$ cat config.mk
export PLATFORM = sky130hd
export DESIGN_NAME = pipelined_datapath
export DESIGN_NICKNAME = d
export VERILOG_FILES = /design/src/rtl/pipeline_pkg.sv /design/src/rtl/hazard_unit.sv /design/src/rtl/pipelined_datapath.sv
export SDC_FILE = /design/constraint.sdc
export NUM_CORES = 2
export LEC_CHECK = 0
export CAP_MARGIN = 30
export CORE_ASPECT_RATIO = 0.75
export CORE_MARGIN = 2
export CORE_UTILIZATION = 45
export DETAILED_ROUTE_END_ITERATION = 16
export HOLD_SLACK_MARGIN = 0.12
export RECOVER_POWER = 25
export SYNTH_ARGS = -nofsm -noshare
export SYNTH_HDL_FRONTEND = slang
export SYNTH_SLANG_ARGS = --single-unit
$ cat constraint.sdc
create_clock -name clk -period 23.2 [get_ports clk]
set_input_delay 6.96 -clock clk [delete_from_list [all_inputs] [get_ports clk]]
set_output_delay 6.96 -clock clk [all_outputs]
set_load 0.01 [all_outputs]
$ cat src/rtl/pipeline_pkg.sv
// Shared types and constants for the five-stage pipelined datapath.
// Stage structs carry control and register indices only; XLEN-wide data lives beside them in the top.
package pipeline_pkg;

  localparam logic [31:0] NOP_INSTR = 32'h0000_0013;

  localparam logic [1:0] RESULT_ALU = 2'b00;
  localparam logic [1:0] RESULT_MEM = 2'b01;
  localparam logic [1:0] RESULT_PC4 = 2'b10;

  localparam logic [1:0] IMM_I = 2'b00;
  localparam logic [1:0] IMM_S = 2'b01;
  localparam logic [1:0] IMM_B = 2'b10;
  localparam logic [1:0] IMM_J = 2'b11;

  localparam logic [3:0] ALU_ADD  = 4'd0;
  localparam logic [3:0] ALU_SUB  = 4'd1;
  localparam logic [3:0] ALU_AND  = 4'd2;
  localparam logic [3:0] ALU_OR   = 4'd3;
  localparam logic [3:0] ALU_XOR  = 4'd4;
  localparam logic [3:0] ALU_SLT  = 4'd5;
  localparam logic [3:0] ALU_SLTU = 4'd6;
  localparam logic [3:0] ALU_SLL  = 4'd7;
  localparam logic [3:0] ALU_SRL  = 4'd8;
  localparam logic [3:0] ALU_SRA  = 4'd9;

  typedef enum logic [1:0] {
    FWD_RF = 2'b00,
    FWD_W  = 2'b01,
    FWD_M  = 2'b10
  } fwd_t;

  typedef struct packed {
    logic [31:0] instr;
  } if_id_t;

  typedef struct packed {
    logic       reg_write;
    logic [1:0] result_src;
    logic       mem_write;
    logic       jump;
    logic       branch;
    logic       jump_alr;
    logic       alu_src;
    logic [3:0] alu_control;
    logic [2:0] funct3;
    logic [4:0] rs1;
    logic [4:0] rs2;
    logic [4:0] rd;
  } id_ex_t;

  typedef struct packed {
    logic       reg_write;
    logic [1:0] result_src;
    logic       mem_write;
    logic [2:0] funct3;
    logic [4:0] rd;
  } ex_mem_t;

  typedef struct packed {
    logic       reg_write;
    logic [1:0] result_src;
    logic [2:0] funct3;
    logic [4:0] rd;
  } mem_wb_t;

  // 32-bit sign-extended immediate; the datapath widens it to XLEN.
  function automatic logic [31:0] extend_imm(input logic [31:0] instr, input logic [1:0] src);
    case (src)
      IMM_I:   return {{20{instr[31]}}, instr[31:20]};
      IMM_S:   return {{20{instr[31]}}, instr[31:25], instr[11:7]};
      IMM_B:   return {{19{instr[31]}}, instr[31], instr[7], instr[30:25], instr[11:8], 1'b0};
      default: return {{11{instr[31]}}, instr[31], instr[19:12], instr[20], instr[30:21], 1'b0};
    endcase
  endfunction

endpackage

$ cat src/rtl/hazard_unit.sv
// Forwarding selects for the E-stage sources plus load-use stall and redirect flush.
module hazard_unit
  import pipeline_pkg::*;
(
  input  logic [4:0] rs1_d,
  input  logic [4:0] rs2_d,
  input  logic [4:0] rs1_e,
  input  logic [4:0] rs2_e,
  input  logic [4:0] rd_e,
  input  logic [1:0] result_src_e,
  input  logic       pc_src_e,
  input  logic [4:0] rd_m,
  input  logic       reg_write_m,
  input  logic [4:0] rd_w,
  input  logic       reg_write_w,
  output logic [1:0] fwd_a_e,
  output logic [1:0] fwd_b_e,
  output logic       stall_f,
  output logic       stall_d,
  output logic       flush_d,
  output logic       flush_e
);

  function automatic fwd_t fwd_sel(input logic [4:0] rs, input logic [4:0] rdm, input logic rwm,
                                   input logic [4:0] rdw, input logic rww);
    if (rwm && rdm != 5'd0 && rs == rdm) return FWD_M;
    if (rww && rdw != 5'd0 && rs == rdw) return FWD_W;
    return FWD_RF;
  endfunction

  logic lw_stall;

  always_comb begin
    fwd_a_e  = fwd_sel(rs1_e, rd_m, reg_write_m, rd_w, reg_write_w);
    fwd_b_e  = fwd_sel(rs2_e, rd_m, reg_write_m, rd_w, reg_write_w);
    lw_stall = (result_src_e == RESULT_MEM) && (rd_e != 5'd0) && ((rd_e == rs1_d) || (rd_e == rs2_d));
    // A redirect always wins over holding F/D.
    stall_f  = lw_stall & ~pc_src_e;
    stall_d  = lw_stall & ~pc_src_e;
    flush_d  = pc_src_e;
    flush_e  = lw_stall | pc_src_e;
  end

endmodule

$ cat src/rtl/pipelined_datapath.sv
// Five-stage F/D/E/M/W RV32I-style datapath with internal forwarding, load-use stall and redirect flush.
module pipelined_datapath
  import pipeline_pkg::*;
#(
  parameter int              XLEN     = 32,
  parameter logic [XLEN-1:0] RESET_PC = '0
) (
  input  logic            clk,
  input  logic            reset,
  output logic [XLEN-1:0] PCF,
  input  logic [31:0]     InstrF,
  output logic [31:0]     InstrD,
  input  logic            RegWriteD,
  input  logic            MemWriteD,
  input  logic            JumpD,
  input  logic            BranchD,
  input  logic            JumpALRD,
  input  logic            ALUSrcD,
  input  logic [1:0]      ResultSrcD,
  input  logic [1:0]      ImmSrcD,
  input  logic [3:0]      ALUControlD,
  output logic [XLEN-1:0] ALUResultM,
  output logic [XLEN-1:0] WriteDataM,
  output logic            MemWriteM,
  output logic [2:0]      Funct3M,
  input  logic [XLEN-1:0] ReadDataM
);

  localparam int SHW  = $clog2(XLEN);
  localparam int OFFW = $clog2(XLEN / 8);

  logic [XLEN-1:0] pc_q, pc_d;
  if_id_t          if_id_q, if_id_d;
  logic [XLEN-1:0] pc_id_q, pc_id_d, pc4_id_q, pc4_id_d;
  id_ex_t          id_ex_q, id_ex_d;
  logic [XLEN-1:0] pc_ex_q, pc_ex_d, pc4_ex_q, pc4_ex_d;
  logic [XLEN-1:0] rd1_ex_q, rd1_ex_d, rd2_ex_q, rd2_ex_d, imm_ex_q, imm_ex_d;
  ex_mem_t         ex_mem_q, ex_mem_d;
  logic [XLEN-1:0] alu_mem_q, alu_mem_d, wd_mem_q, wd_mem_d, pc4_mem_q, pc4_mem_d;
  mem_wb_t         mem_wb_q, mem_wb_d;
  logic [XLEN-1:0] alu_wb_q, alu_wb_d, read_wb_q, read_wb_d, pc4_wb_q, pc4_wb_d;
  logic [XLEN-1:0] rf_q [32];

  logic [4:0]      rs1_d, rs2_d;
  logic [XLEN-1:0] rd1_d, rd2_d, imm_d;
  logic [1:0]      fwd_a_e, fwd_b_e;
  logic            stall_f, stall_d, flush_d, flush_e;
  logic [XLEN-1:0] src_a_e, src_b_e, wd_e, alu_e, pc_target_e;
  logic [SHW-1:0]  shamt_e;
  logic            zero_e, lt_e, ltu_e, cond_e, pc_src_e;
  logic [XLEN-1:0] shifted_w, load_w, result_w;

  assign PCF        = pc_q;
  assign InstrD     = if_id_q.instr;
  assign ALUResultM = alu_mem_q;
  assign WriteDataM = wd_mem_q;
  assign MemWriteM  = ex_mem_q.mem_write;
  assign Funct3M    = ex_mem_q.funct3;
  assign rs1_d      = if_id_q.instr[19:15];
  assign rs2_d      = if_id_q.instr[24:20];

  hazard_unit u_hazard (
    .rs1_d        (rs1_d),
    .rs2_d        (rs2_d),
    .rs1_e        (id_ex_q.rs1),
    .rs2_e        (id_ex_q.rs2),
    .rd_e         (id_ex_q.rd),
    .result_src_e (id_ex_q.result_src),
    .pc_src_e     (pc_src_e),
    .rd_m         (ex_mem_q.rd),
    .reg_write_m  (ex_mem_q.reg_write),
    .rd_w         (mem_wb_q.rd),
    .reg_write_w  (mem_wb_q.reg_write),
    .fwd_a_e      (fwd_a_e),
    .fwd_b_e      (fwd_b_e),
    .stall_f      (stall_f),
    .stall_d      (stall_d),
    .flush_d      (flush_d),
    .flush_e      (flush_e)
  );

  // Register file reads see a same-cycle W write; x0 always reads zero.
  always_comb begin
    rd1_d = (rs1_d == 5'd0) ? '0 : rf_q[rs1_d];
    rd2_d = (rs2_d == 5'd0) ? '0 : rf_q[rs2_d];
    if (mem_wb_q.reg_write && mem_wb_q.rd != 5'd0 && mem_wb_q.rd == rs1_d) rd1_d = result_w;
    if (mem_wb_q.reg_write && mem_wb_q.rd != 5'd0 && mem_wb_q.rd == rs2_d) rd2_d = result_w;
    imm_d = XLEN'($signed(extend_imm(if_id_q.instr, ImmSrcD)));
  end

  always_comb begin
    case (fwd_a_e)
      FWD_M:   src_a_e = alu_mem_q;
      FWD_W:   src_a_e = result_w;
      default: src_a_e = rd1_ex_q;
    endcase
    case (fwd_b_e)
      FWD_M:   wd_e = alu_mem_q;
      FWD_W:   wd_e = result_w;
      default: wd_e = rd2_ex_q;
    endcase
    src_b_e = id_ex_q.alu_src ? imm_ex_q : wd_e;
    shamt_e = src_b_e[SHW-1:0];
    lt_e    = $signed(src_a_e) < $signed(src_b_e);
    ltu_e   = src_a_e < src_b_e;
    case (id_ex_q.alu_control)
      ALU_SUB:  alu_e = src_a_e - src_b_e;
      ALU_AND:  alu_e = src_a_e & src_b_e;
      ALU_OR:   alu_e = src_a_e | src_b_e;
      ALU_XOR:  alu_e = src_a_e ^ src_b_e;
      ALU_SLT:  alu_e = XLEN'(lt_e);
      ALU_SLTU: alu_e = XLEN'(ltu_e);
      ALU_SLL:  alu_e = src_a_e << shamt_e;
      ALU_SRL:  alu_e = src_a_e >> shamt_e;
      ALU_SRA:  alu_e = $signed(src_a_e) >>> shamt_e;
      default:  alu_e = src_a_e + src_b_e;
    endcase
    zero_e = (alu_e == '0);
    case (id_ex_q.funct3)
      3'b000:  cond_e = zero_e;
      3'b001:  cond_e = ~zero_e;
      3'b100:  cond_e = lt_e;
      3'b101:  cond_e = ~lt_e;
      3'b110:  cond_e = ltu_e;
      3'b111:  cond_e = ~ltu_e;
      default: cond_e = 1'b0;
    endcase
    pc_src_e    = id_ex_q.jump | (id_ex_q.branch & cond_e);
    // jalr targets drop bit 0 so odd base+offset still lands on an instruction.
    pc_target_e = id_ex_q.jump_alr ? (alu_e & ~XLEN'(1)) : (pc_ex_q + imm_ex_q);
  end

  always_comb begin
    shifted_w = read_wb_q >> {alu_wb_q[OFFW-1:0], 3'b000};
    case (mem_wb_q.funct3)
      3'b000:  load_w = XLEN'($signed(shifted_w[7:0]));
      3'b001:  load_w = XLEN'($signed(shifted_w[15:0]));
      3'b010:  load_w = XLEN'($signed(shifted_w[31:0]));
      3'b100:  load_w = XLEN'(shifted_w[7:0]);
      3'b101:  load_w = XLEN'(shifted_w[15:0]);
      3'b110:  load_w = XLEN'(shifted_w[31:0]);
      default: load_w = shifted_w;
    endcase
    case (mem_wb_q.result_src)
      RESULT_MEM: result_w = load_w;
      RESULT_PC4: result_w = pc4_wb_q;
      default:    result_w = alu_wb_q;
    endcase
  end

  always_comb begin
    if (pc_src_e)     pc_d = pc_target_e;
    else if (stall_f) pc_d = pc_q;
    else              pc_d = pc_q + XLEN'(4);

    if_id_d  = if_id_q;
    pc_id_d  = pc_id_q;
    pc4_id_d = pc4_id_q;
    if (flush_d) begin
      if_id_d.instr = NOP_INSTR;
      pc_id_d       = '0;
      pc4_id_d      = '0;
    end else if (!stall_d) begin
      if_id_d.instr = InstrF;
      pc_id_d       = pc_q;
      pc4_id_d      = pc_q + XLEN'(4);
    end

    id_ex_d  = '0;
    pc_ex_d  = '0;
    pc4_ex_d = '0;
    rd1_ex_d = '0;
    rd2_ex_d = '0;
    imm_ex_d = '0;
    if (!flush_e) begin
      id_ex_d.reg_write   = RegWriteD;
      id_ex_d.result_src  = ResultSrcD;
      id_ex_d.mem_write   = MemWriteD;
      id_ex_d.jump        = JumpD;
      id_ex_d.branch      = BranchD;
      id_ex_d.jump_alr    = JumpALRD;
      id_ex_d.alu_src     = ALUSrcD;
      id_ex_d.alu_control = ALUControlD;
      id_ex_d.funct3      = if_id_q.instr[14:12];
      id_ex_d.rs1         = rs1_d;
      id_ex_d.rs2         = rs2_d;
      id_ex_d.rd          = if_id_q.instr[11:7];
      pc_ex_d             = pc_id_q;
      pc4_ex_d            = pc4_id_q;
      rd1_ex_d            = rd1_d;
      rd2_ex_d            = rd2_d;
      imm_ex_d            = imm_d;
    end

    ex_mem_d.reg_write  = id_ex_q.reg_write;
    ex_mem_d.result_src = id_ex_q.result_src;
    ex_mem_d.mem_write  = id_ex_q.mem_write;
    ex_mem_d.funct3     = id_ex_q.funct3;
    ex_mem_d.rd         = id_ex_q.rd;
    alu_mem_d           = alu_e;
    wd_mem_d            = wd_e;
    pc4_mem_d           = pc4_ex_q;

    mem_wb_d.reg_write  = ex_mem_q.reg_write;
    mem_wb_d.result_src = ex_mem_q.result_src;
    mem_wb_d.funct3     = ex_mem_q.funct3;
    mem_wb_d.rd         = ex_mem_q.rd;
    alu_wb_d            = alu_mem_q;
    read_wb_d           = ReadDataM;
    pc4_wb_d            = pc4_mem_q;
  end

  always_ff @(posedge clk or posedge reset) begin
    if (reset) begin
      pc_q          <= RESET_PC;
      if_id_q.instr <= NOP_INSTR;
      pc_id_q       <= '0;
      pc4_id_q      <= '0;
      id_ex_q       <= '0;
      pc_ex_q       <= '0;
      pc4_ex_q      <= '0;
      rd1_ex_q      <= '0;
      rd2_ex_q      <= '0;
      imm_ex_q      <= '0;
      ex_mem_q      <= '0;
      alu_mem_q     <= '0;
      wd_mem_q      <= '0;
      pc4_mem_q     <= '0;
      mem_wb_q      <= '0;
      alu_wb_q      <= '0;
      read_wb_q     <= '0;
      pc4_wb_q      <= '0;
    end else begin
      pc_q      <= pc_d;
      if_id_q   <= if_id_d;
      pc_id_q   <= pc_id_d;
      pc4_id_q  <= pc4_id_d;
      id_ex_q   <= id_ex_d;
      pc_ex_q   <= pc_ex_d;
      pc4_ex_q  <= pc4_ex_d;
      rd1_ex_q  <= rd1_ex_d;
      rd2_ex_q  <= rd2_ex_d;
      imm_ex_q  <= imm_ex_d;
      ex_mem_q  <= ex_mem_d;
      alu_mem_q <= alu_mem_d;
      wd_mem_q  <= wd_mem_d;
      pc4_mem_q <= pc4_mem_d;
      mem_wb_q  <= mem_wb_d;
      alu_wb_q  <= alu_wb_d;
      read_wb_q <= read_wb_d;
      pc4_wb_q  <= pc4_wb_d;
    end
  end

  always_ff @(posedge clk) begin
    if (mem_wb_q.reg_write && mem_wb_q.rd != 5'd0) rf_q[mem_wb_q.rd] <= result_w;
  end

endmodule

# After elaboration in Yosys (flattened, before gate mapping)
# Memories as Yosys holds them, arrays and structs flattened.
# Cells that the tools add are included.
# word_totals
mem_bits_rw	1024
mem_count	1
elab_cells	155
out_inout_bits	132
ff_bits	533
mem_bits_ro	0
latch_bits	0
# memory_table
memory	words	width	rd	rd_ports_with_merged_regs	wr	line	rtl
rf_q	32	32	2	0	1	pipelined_datapath.sv:42	logic [XLEN-1:0] rf_q [32];
# classes
addsub	4
n_shift	4
eq_ne	35
mux	42
div	0
reduce_logical	20
n_mul	0
bitwise	11
order_cmp	2
# op_table
cell	count
two-way mux 32 bit	18
one-hot mux 32 bit (9 select lines)	1
one-hot mux 32 bit (2 select lines)	3
one-hot mux 32 bit (4 select lines)	1
adder 32 bit	2
less-than comparator 32 bit	2
>> shifter 32 x 5 -> 32 bit	2
one-hot mux 20 bit (3 select lines)	1
== test 5 bit	8
adder 32 x 3 -> 32 bit (second input constant)	1
bitwise AND 32 bit	1
logical NOT 32 bit	1
OR 32 bit	1
left shift 32 x 5 -> 32 bit	1
>>> shifter 32 x 5 -> 32 bit	1
subtractor 32 bit	1
bitwise XOR 32 bit	1
two-way mux 30 bit	1
== test 3 bit (second input constant)	6
== test 4 x 3 -> 1 bit (second input constant)	4
two-way mux 2 bit	8
nonzero test 5 bit	3
== test 2 x 1 -> 1 bit (second input constant)	5
logical AND 1 bit	10
other kinds (15)	35

# Longest topological paths before layout
# depth
ltp_word	21
mapped_depth	36
mapped_depth_nobuf	28

# By module
# Synthesis repeated with hierarchy kept, for this count alone.
# hier_totals
cells_unflattened	5715
hier_area_um2	79991.7
# by_module_without_submodules
module	seq_area_each_um2	cells_per_inst	instances	area_each_um2
pipelined_datapath	43715.7	5661	1	79566.3
hazard_unit	0.0	54	1	425.4

# Worst setup path after synthesis
# No wires, ideal clock.
# synth_path
path_type	input to register
from	in ImmSrcD[0]
to	reg imm_ex_q[12]
arrival_ns	7.909
setup_time_ns	0.101
required_time_ns	23.099
stages	4
setup_slack_ns	15.190
path_cell_list	clkbuf_1 > a21boi_0 > a31oi_1 > nor4_1
# synth_via
elab_chain_len	3
# synth_rtl
item	line	rtl
from (decl)	pipelined_datapath.sv:20	input logic [1:0] ImmSrcD,
== test 2 bit (tied with other cells)	pipeline_pkg.sv:69	case (src)
one-hot mux 20 bit (3 select lines) (*)	pipeline_pkg.sv:69	
two-way mux 32 bit (*)	pipelined_datapath.sv:175	if (!flush_e) begin
via imm_ex_d[12]	pipelined_datapath.sv:37	logic [XLEN-1:0] rd1_ex_q, rd1_ex_d, rd2_ex_q, rd2_ex_d, imm_ex_q, imm_ex_d;
to (signal assigned)	pipelined_datapath.sv:243	imm_ex_q <= imm_ex_d;
to (decl)	pipelined_datapath.sv:37	
# Mark *: on every way through the listed nets, which the timed path passes. The rest lies on a longest branch.
# A chain may end at the register's enable or synchronous reset.

# Final worst setup path
# layout_path
from	reg mem_wb_q[8] (netlist bit)
to	reg if_id_q (netlist bit InstrD[26])
# layout_via
elab_chain_len	14
# layout_rtl
item	line	rtl
from (decl)	pipelined_datapath.sv:40	mem_wb_t mem_wb_q, mem_wb_d;
from (signal assigned)	pipelined_datapath.sv:248	mem_wb_q <= mem_wb_d;
== test 2 bit or == test 2 x 1 -> 1 bit (tied branches)	pipelined_datapath.sv:144	case (mem_wb_q.result_src)
one-hot mux 32 bit (2 select lines) (*)	pipelined_datapath.sv:144	
via result_w[4]	pipelined_datapath.sv:51	logic [XLEN-1:0] shifted_w, load_w, result_w;
one-hot mux 32 bit (2 select lines)	pipelined_datapath.sv:97	case (fwd_b_e)
two-way mux 32 bit	pipelined_datapath.sv:102	src_b_e = id_ex_q.alu_src ? imm_ex_q : wd_e;
adder 32 bit (tied with other cells)	pipelined_datapath.sv:116	default: alu_e = src_a_e + src_b_e;
one-hot mux 32 bit (9 select lines) (*)	pipelined_datapath.sv:106	case (id_ex_q.alu_control)
via alu_e[17]	pipelined_datapath.sv:48	logic [XLEN-1:0] src_a_e, src_b_e, wd_e, alu_e, pc_target_e;
logical NOT 32 bit (*)	pipelined_datapath.sv:118	zero_e = (alu_e == '0);
NOT 1 bit	pipelined_datapath.sv:121	3'b001: cond_e = ~zero_e;
one-hot mux 1 bit (6 select lines) (*)	pipelined_datapath.sv:119	case (id_ex_q.funct3)
bitwise AND 1 bit (*)	pipelined_datapath.sv:128	pc_src_e = id_ex_q.jump | (id_ex_q.branch & cond_e);
OR 1 bit (*)	pipelined_datapath.sv:128	
NOT 1 bit	hazard_unit.sv:39	stall_d = lw_stall & ~pc_src_e;
bitwise AND 1 bit	hazard_unit.sv:39	
inequality test 2 x 1 -> 1 bit (no source line)	n/a	
to (signal assigned)	pipelined_datapath.sv:235	if_id_q <= if_id_d;
to (decl)	pipelined_datapath.sv:33	if_id_t if_id_q, if_id_d;
# Marks and branches as above.

==> flow_metrics.env <==
export IMPL_wl_per_cell_microns=36.9
export IMPL_die_w_microns=489
export IMPL_drcViolationCount=0
export IMPL_arrival_ps=13710
export IMPL_synth_seq_area_share=0.550
export IMPL_avgSynthCellArea_sq_um=14.4
export IMPL_synth_area_sq_mm=0.0795
export IMPL_grtUsageMet3=0.0954
export IMPL_n_fill_cell=14804
export IMPL_rows=133
export IMPL_hold_viol_final=0
export IMPL_vias=54932
export IMPL_postSynthCellCount=5518
export IMPL_clk_latency_ps=820
export IMPL_die_area_sq_mm=0.180
export IMPL_antenna_found_initial=26
export IMPL_drive_gt1_frac=0.208
export IMPL_place_hpwl_microns=201000
export IMPL_maxSlewHeadroom=-1.89
export IMPL_cp_max_fo=65
export IMPL_synth_cell_types=102
export IMPL_area_growth_pct=12.9
export IMPL_die_y_microns=368
export IMPL_met1_usage=0.519
export IMPL_hp_class="reg2reg"
export IMPL_grt_pass1_vias=52683
export IMPL_ctsHoldBuffers=0
export IMPL_grt_ovfl_total=0
export IMPL_cts_tree="done"
export IMPL_dp_cells=7865
export IMPL_ctsRootBufferMaster="clkbuf_16"
export IMPL_whs_path_depth=0
export IMPL_clockBufferDepth=3
export IMPL_routed_via_density=6.72
export IMPL_max_cap_violations=23
export IMPL_grt_setup_unrepaired="false"
export IMPL_synth_enable_flop_cells=1024
export IMPL_cts_setup_buffers=0
export IMPL_startpoint_type="flop"
export IMPL_max_freq_ghz=0.0765
export IMPL_cp_required_ps=23850
export IMPL_clkTransAtPathRegs_ps=60
export IMPL_violations="max-capacitance violations, max-slew violations"
export IMPL_grt_met2_usage=0.457
export IMPL_synth_async_reset_ratio=0.336
export IMPL_htree_levels=4
export IMPL_ios=212
export IMPL_final_common_cell="edfxtp_1"
export IMPL_drtIter0Drc=8423
export IMPL_fin_crit_sh=0.563
export IMPL_synth_seq_cells=1542
export IMPL_grt_max_degree=222
export IMPL_whs_ps=340
export IMPL_yosys_warnings=0
export IMPL_clock_skew_ps=62.5
export IMPL_nets=5894
export IMPL_reg2regPathDepth=27
export IMPL_drv_slew=586
export IMPL_portBuffers=211
export IMPL_worst_slew_pin_slew_ps=4340
export IMPL_finalSetupTns_ps=0
export IMPL_status="complete, but fails checks"
export IMPL_period_needed_ps=13070
export IMPL_gr_usage_all_layers=0.333
export IMPL_grt_pass1_wl_microns=420000
export IMPL_final_cell_mix="1024 x edfxtp_1, 641 x mux4_2, 503 x dfrtp_1"
export IMPL_ant_nets=0
export IMPL_synth_main_ff_cell="edfxtp_1"
export IMPL_firstDrtPassIters=9
export IMPL_crit_path_end_kind="flop"
export IMPL_cts_sinks=1542
export IMPL_numCtsBuffers=158
export IMPL_gp_congestion=1.04
export IMPL_worstSetupPathType="reg2reg"
export IMPL_wl_microns=301000
export IMPL_start_util=0.453
export IMPL_busiest_layer="met1"
export IMPL_fin_cells=8172
export IMPL_setup_viol=0
export IMPL_core_area_sq_mm=0.175
export IMPL_cts_resized=0
## final cells by class
| cell class | count | area [sq um] | area share |
|---|---|---|---|
| inverters | 162 | 617 | 0.00687 |
| clock inverters | 81 | 993 | 0.0111 |
| diodes | 5 | 12.5 | 0.000139 |
| multi-input cells | 3423 | 33600 | 0.374 |
| repair buffers | 393 | 3520 | 0.0393 |
| flip-flops and latches | 1542 | 43800 | 0.488 |
| clock buffers | 204 | 4290 | 0.0478 |
| well taps | 2362 | 2960 | 0.0329 |
## worst max-delay path, stage by stage, from the launching register on
cell	delay, ps
dfrtp_1	370
inv_1	60
ha_1	270
clkbuf_1	1300
inv_1	650
o21ai_0	240
o22a_1	280
clkbuf_1	1140
mux2i_1	190
o21ai_1	470
ha_1	460
a2111oi_0	810
a2111oi_0	320
o41ai_1	660
and2_1	290
nor4_1	60
a221o_1	290
or4_1	570
a311oi_1	310
o2111ai_1	600
nor4_1	360
nand4_1	180
nor4_2	280
and4_1	300
or3_4	610
buf_4	680
buf_4	830
nor3_1	120
## synthesized netlist by cell type (16+ instances only)
cell type,n,area share
a211oi_1,50,0.0047
a21o_1,43,0.0041
a21oi_1,250,0.016
a221oi_1,17,0.0019
a22o_1,17,0.0019
a22oi_1,20,0.0019
a311oi_1,19,0.0021
a31oi_1,48,0.0038
and2_1,35,0.0028
and3_1,22,0.0017
and3b_1,99,0.011
buf_1,62,0.0029
buf_2,49,0.0031
buf_6,22,0.0031
clkbuf_1,276,0.013
dfrtp_1,515,0.16
edfxtp_1,1024,0.39
ha_1,131,0.021
inv_1,154,0.0073
mux2_2,16,0.0023
mux2i_1,268,0.034
mux4_2,641,0.18
nand2_1,264,0.012
nand2b_1,26,0.0020
nand3_1,55,0.0035
nor2_1,360,0.017
nor2b_1,30,0.0024
nor3_1,75,0.0047
nor3_2,66,0.0083
nor4_1,29,0.0023
o211ai_1,51,0.0048
o21a_1,17,0.0016
o21ai_0,181,0.011
o21bai_1,19,0.0018
o221ai_1,18,0.0020
o22ai_1,93,0.0073
o31ai_1,16,0.0015
or2_2,17,0.0013
or3_1,22,0.0017
xnor2_1,106,0.012
xor2_1,34,0.0037
## final timing paths
path / startpoint / end / slack (ps)
hold reg to reg: pc4_ex_q[18]$_DFF_PP0_ / pc4_mem_q[18]$_DFF_PP0_ / 340
min in group asynchronous: reset / WriteDataM[5]$_DFF_PP0_ / 6680
setup / recovery: mem_wb_q[8]$_DFF_PP0_ / InstrD[26]$_DFFE_PP0P_ / 10130
hold / removal: pc4_ex_q[18]$_DFF_PP0_ / pc4_mem_q[18]$_DFF_PP0_ / 340
max in group asynchronous: reset / pc_id_q[28]$_DFFE_PP0P_ / 13720
setup reg to reg: mem_wb_q[8]$_DFF_PP0_ / InstrD[26]$_DFFE_PP0P_ / 10130
## through the flow
stage                util  setup slack (ps)  area, sq um
finish              0.512             10130        89700
global route        0.512              9200        89700
CTS                 0.512             12130        89800
detailed placement  0.482             12160        84600
global placement    0.481             12300        84400
floorplan               -              1780        79600
## layer usage
metal | vias to the layer above | part of all wire
met4 | 18 | 0.026
met5 | - | 0.00039
li1 | 22075 | -
met1 | 29077 | 0.44
met2 | 3317 | 0.42
met3 | 445 | 0.12
## kinds of logic (layout without fill, tap and decap cells)
family          after synthesis  in the layout  share of synthesized area
other cells                   1             37                  0.0000472
mux                         930            930                      0.218
xor+xnor                    141            141                     0.0156
compound gates             1027           1027                     0.0861
simple gates               1159           1159                     0.0772
flops                      1542           1542                      0.550
fa+ha+maj                   134            134                     0.0214
buf+inv                     584            840                     0.0311
## state kept, by name (all words and copies together), names as in the netlist, 3 cells and up
signal,count
pc_id_q,32
ex_mem_q,8
rd1_ex_q,32
InstrD,32
PCF,32
pc4_ex_q,32
read_wb_q,32
rd2_ex_q,32
Funct3M,3
rf_q,1024
ALUResultM,32
id_ex_q,18
pc_ex_q,30
WriteDataM,32
alu_wb_q,32
imm_ex_q,21
pc4_wb_q,32
pc4_mem_q,32
ex_mem_d,12
pc4_id_q,30
mem_wb_q,11
Power is not shown: default switching activity piles up to over one toggle a cycle in this logic, so the estimate is an artifact.
